[src/rtl/demux4_serial_dispatcher.sv]
// Serial front end for a 4-way demultiplexer. It decodes framed bits (a 2-bit channel
// address followed by payload) into a registered data bit and a registered channel select.
module demux4_serial_dispatcher #(
    parameter int unsigned PAYLOAD_BITS = 8
) (
    input  logic       clk,
    input  logic       rst_n,
    input  logic       start,
    input  logic       din,
    input  logic       abort,
    output logic       d,
    output logic [1:0] s,
    output logic       active,
    output logic       frame_done,
    output logic       busy
);

    typedef enum logic [1:0] {
        ST_IDLE    = 2'd0,
        ST_ADDR_HI = 2'd1,
        ST_ADDR_LO = 2'd2,
        ST_PAYLOAD = 2'd3
    } state_t;

    localparam logic [7:0] LAST_IDX = 8'(PAYLOAD_BITS - 1);

    state_t     state_r, state_s;
    logic       addr_hi_r, addr_hi_s;
    logic [7:0] cnt_r, cnt_s;
    logic       d_r, d_s;
    logic [1:0] s_r, s_s;
    logic       active_r, active_s;
    logic       done_r, done_s;

    // State and output registers; reset abandons any frame in progress.
    always_ff @(posedge clk or negedge rst_n) begin
        if (!rst_n) begin
            state_r   <= ST_IDLE;
            addr_hi_r <= 1'b0;
            cnt_r     <= 8'd0;
            d_r       <= 1'b0;
            s_r       <= 2'b00;
            active_r  <= 1'b0;
            done_r    <= 1'b0;
        end else begin
            state_r   <= state_s;
            addr_hi_r <= addr_hi_s;
            cnt_r     <= cnt_s;
            d_r       <= d_s;
            s_r       <= s_s;
            active_r  <= active_s;
            done_r    <= done_s;
        end
    end

    // Next-state and next-output logic; abort wins over start and frame completion.
    always_comb begin
        state_s   = state_r;
        addr_hi_s = addr_hi_r;
        cnt_s     = cnt_r;
        s_s       = s_r;
        d_s       = 1'b0;
        active_s  = 1'b0;
        done_s    = 1'b0;
        if (abort) begin
            state_s = ST_IDLE;
            cnt_s   = 8'd0;
        end else begin
            case (state_r)
                ST_IDLE: begin
                    if (start) begin
                        state_s = ST_ADDR_HI;
                    end else begin
                        state_s = ST_IDLE;
                    end
                end
                ST_ADDR_HI: begin
                    addr_hi_s = din;
                    state_s   = ST_ADDR_LO;
                end
                ST_ADDR_LO: begin
                    // Both select bits load together so the demux never sees a stray channel.
                    s_s     = {addr_hi_r, din};
                    cnt_s   = 8'd0;
                    state_s = ST_PAYLOAD;
                end
                ST_PAYLOAD: begin
                    d_s      = din;
                    active_s = 1'b1;
                    cnt_s    = cnt_r + 8'd1;
                    if (cnt_r == LAST_IDX) begin
                        done_s  = 1'b1;
                        state_s = ST_IDLE;
                    end else begin
                        state_s = ST_PAYLOAD;
                    end
                end
                default: begin
                    state_s = ST_IDLE;
                    cnt_s   = 8'd0;
                end
            endcase
        end
    end

    assign d          = d_r;
    assign s          = s_r;
    assign active     = active_r;
    assign frame_done = done_r;
    assign busy       = (state_r != ST_IDLE);

endmodule

[config.mk]
export PLATFORM = sky130hd
export DESIGN_NAME = demux4_serial_dispatcher
export DESIGN_NICKNAME = d
export VERILOG_FILES = /design/src/rtl/demux4_serial_dispatcher.sv
export SDC_FILE = /design/constraint.sdc
export NUM_CORES = 1
export LEC_CHECK = 0
export BUFFER_PORTS_ARGS = -buffer_cell sky130_fd_sc_hd__buf_2
export CAP_MARGIN = 20
export CORE_AREA = 2 2 44 67
export CTS_CLUSTER_SIZE = 24
export DETAILED_ROUTE_END_ITERATION = 7
export DIE_AREA = 0 0 46 69
export SYNTH_ARGS = -nofsm -noshare
export SYNTH_HDL_FRONTEND = slang
export SYNTH_SLANG_ARGS = --single-unit
[constraint.sdc]
create_clock -name clk -period 1.7 [get_ports clk]
set_clock_uncertainty 0.15 [all_clocks]
set_input_delay 0.17 -clock clk [delete_from_list [all_inputs] [get_ports clk]]
set_output_delay 0.17 -clock clk [all_outputs]
set_load 0.01 [all_outputs]
==> summary.txt <==
Routability Congestion: 0.702
PD cells: 937 mW/mm^2
Fmax: 650 MHz
Total iterations of the first detailed-routing run: 2
Dpl hpwl: 1020 microns
Syn_nets: 73
Yosys cell types: 29
FILL cells: 263
Synth cell count leaders: 16 x dfrtp_1, 8 x nand2_1, 6 x nand3_1
FF-to-FF setup slack: 160 ps
CP Max Fanout: 7
Post-placement cell count: 102
Crit path cell chain: or4_4 -> nor3_1 -> a31oi_1
Final period utilization: 90.5%
Final cell count without fillers: 106
Final Hold Fails: 0
DRC viols: 0
Setup violators final: 0
Drt initial violations: 12
WP data required: 1660 ps
WL/cell: 12.7 microns
H-tree depth: 1
CP Launch Point: cnt_r[3]$_DFFE_PN0P_
Post-synthesis register bit count: 16
Startpoint Class: flop
Post-layout util: 33.9%
# diodes: 0
Die outline area: 0.00317 sq mm
Initial Utilization: 28.8%
Post-cts hold buffer count: 1
CP arrival: 1500 ps
Crit path buffers/inverters: 0
Slew margin rel.: 76.6%
Fin Setup TNS: 0 ps
VDD IR-drop max: 0.374 mV
Root buffer cell: clkbuf_8
Synthesized area: 746 sq um
Die W: 46 microns
Cell family with most CP delay: simple AND/OR/NAND/NOR gates
Row Count: 23
Setup CP Type: reg2reg
WHS: 1.99 ps
Hold Crit Start: abort
PostCTS Resize Cnt: 0
Slowest stage delay, CP: 570 ps
Core Area: 0.00259 sq mm
Crit-path slowest cell: or4_4
Worst Hold Class: in2reg
Crit end category: flop
Synth area leaders: dfrtp_1 54%, mux2_2 4.5%, nand3_1 4.0%, nand2_1 4.0%, o211ai_1 3.0%
Total GRT Usage: 9.88%
Overflow after GRT: 0
Layout area overhead: 17.8%
Number of flops mapped to enable cells by yosys: 0
Max_cap viols: 0
Chip height: 69 microns
Vias per cell: 5.35
Syn_area_per_cell: 11.1 sq um
Clk Latency, worst-skew pair: 250 ps
Unrepaired setup endpoints after global routing: no
Dominant synthesized flop cell: dfrtp_1
Synth top area share: 53.7%
# port buffers: 10
Reg2reg start: cnt_r[3]$_DFFE_PN0P_
Outcome: complete, no violations
CTS sink count: 16
Post-route antenna net violation count: 0
Fin crit period: 1540 ps
Vias in the first global route: 595
Largest net degree at the start of global routing: 17
Routed wire length: 1350 microns
Worst-Margin Slew: 350 ps
CTS tree: done
Max Root-Sink Buffers: 2
Nets@finish: 89
Via count: 567
Leak pwr: 0.427 nW
Ports: 11
Final Slew Violations: 0
Initial antenna violation count: 0
Postcts setup bufs: 0
CTS buffer count: 3
Most frequent cell after synthesis: dfrtp_1
Post-synthesis sequential area ratio: 53.7%
Cells after Synth: 67
Clock Pin Slew Worst Setup and Hold Paths: 50 ps
First-pass GRT wire length: 2330 microns
Layout cells sized above 1: 28.4%
Async SR Flop Fraction: 100%
Area leader, netlist: dfrtp_1
Syn. warnings: 0
[final timing paths]
check / end / cells after the start
worst min-delay path: state_r[0]$_DFF_PN0_ / 2
worst max-delay path: state_r[1]$_DFF_PN0_ / 3
max in group asynchronous: cnt_r[7]$_DFFE_PN0P_ / 2
worst min register to register: s[0]$_DFFE_PN0P_ / 1
worst max register to register: state_r[1]$_DFF_PN0_ / 3
min in group asynchronous: s[0]$_DFFE_PN0P_ / 2
[layer usage]
layer  global-route usage, %  part of all wire [%]  up-vias
li1                        -                     -      279
met3                    2.36                   3.8        2
met1                    8.20                    37      272
met5                       0                     0        -
met4                    6.67                   1.9        0
met2                    18.2                    57       14
[report_power, final]
part / switching [W] / leakage, nW / internal, W / total [W]
sequential: 0.0000246 / 0.215 / 0.000416 / 0.000441
clock: 0.000116 / 0.0216 / 0.000157 / 0.000273
combinational: 0.0000528 / 0.190 / 0.0000568 / 0.000110
[worst register-to-register path, cell delays in order (launching register included)]
cell and delay, ps:
dfrtp_1 430, or4_4 570, nor3_1 150, a31oi_1 100
[kinds of logic after synthesis]
group / after synthesis / share of synthesized area (%)
and+or+nand+nor: 29 / 24.0
buffers and inverters: 3 / 2.01
DFF: 16 / 53.7
AOI/OAI and AO/OA: 14 / 12.9
xor gates and xnor gates: 1 / 1.17
adders and majority gates: 1 / 1.68
muxes: 3 / 4.53
[flip-flops by register name, indices dropped and copies added, names as in the netlist]
signal	flops
addr_hi_r	1
cnt_r	8
state_r	2
frame_done	1
d	1
active	1
s	2
[metrics by stage]
step	setup WS [ps]	power, W	cell area (sq um)
2_1_floorplan	215	0.000512	746
5_1_grt	82.3	0.000867	878
4_1_cts	154	0.000836	878
3_5_place_dp	168	0.000559	827
6_report	162	0.000823	878
3_3_place_gp	170	0.000557	827
[layout by cell type (no fill, tap or decap), types with 2 or more instances in the layout]
cell type,count
dfrtp_1,16
buf_2,10
nand2_1,8
nand3_1,6
o21ai_0,3
mux2_2,3
o211ai_1,3
or4_1,3
clkbuf_8,3
a21oi_1,2
inv_1,2
nor3b_1,2
[final cells by class]
cell class                 instances  area [sq um]  share of cell area, %
sequential                        16           400                   45.6
multi-input combinational         48           330                   37.6
inverter                           2          7.51                  0.855
clock buffer                       3          41.3                   4.70
tap                               25          31.3                   3.56
timing repair buffer              12          67.6                   7.69
(Power assumes the default switching activity.)
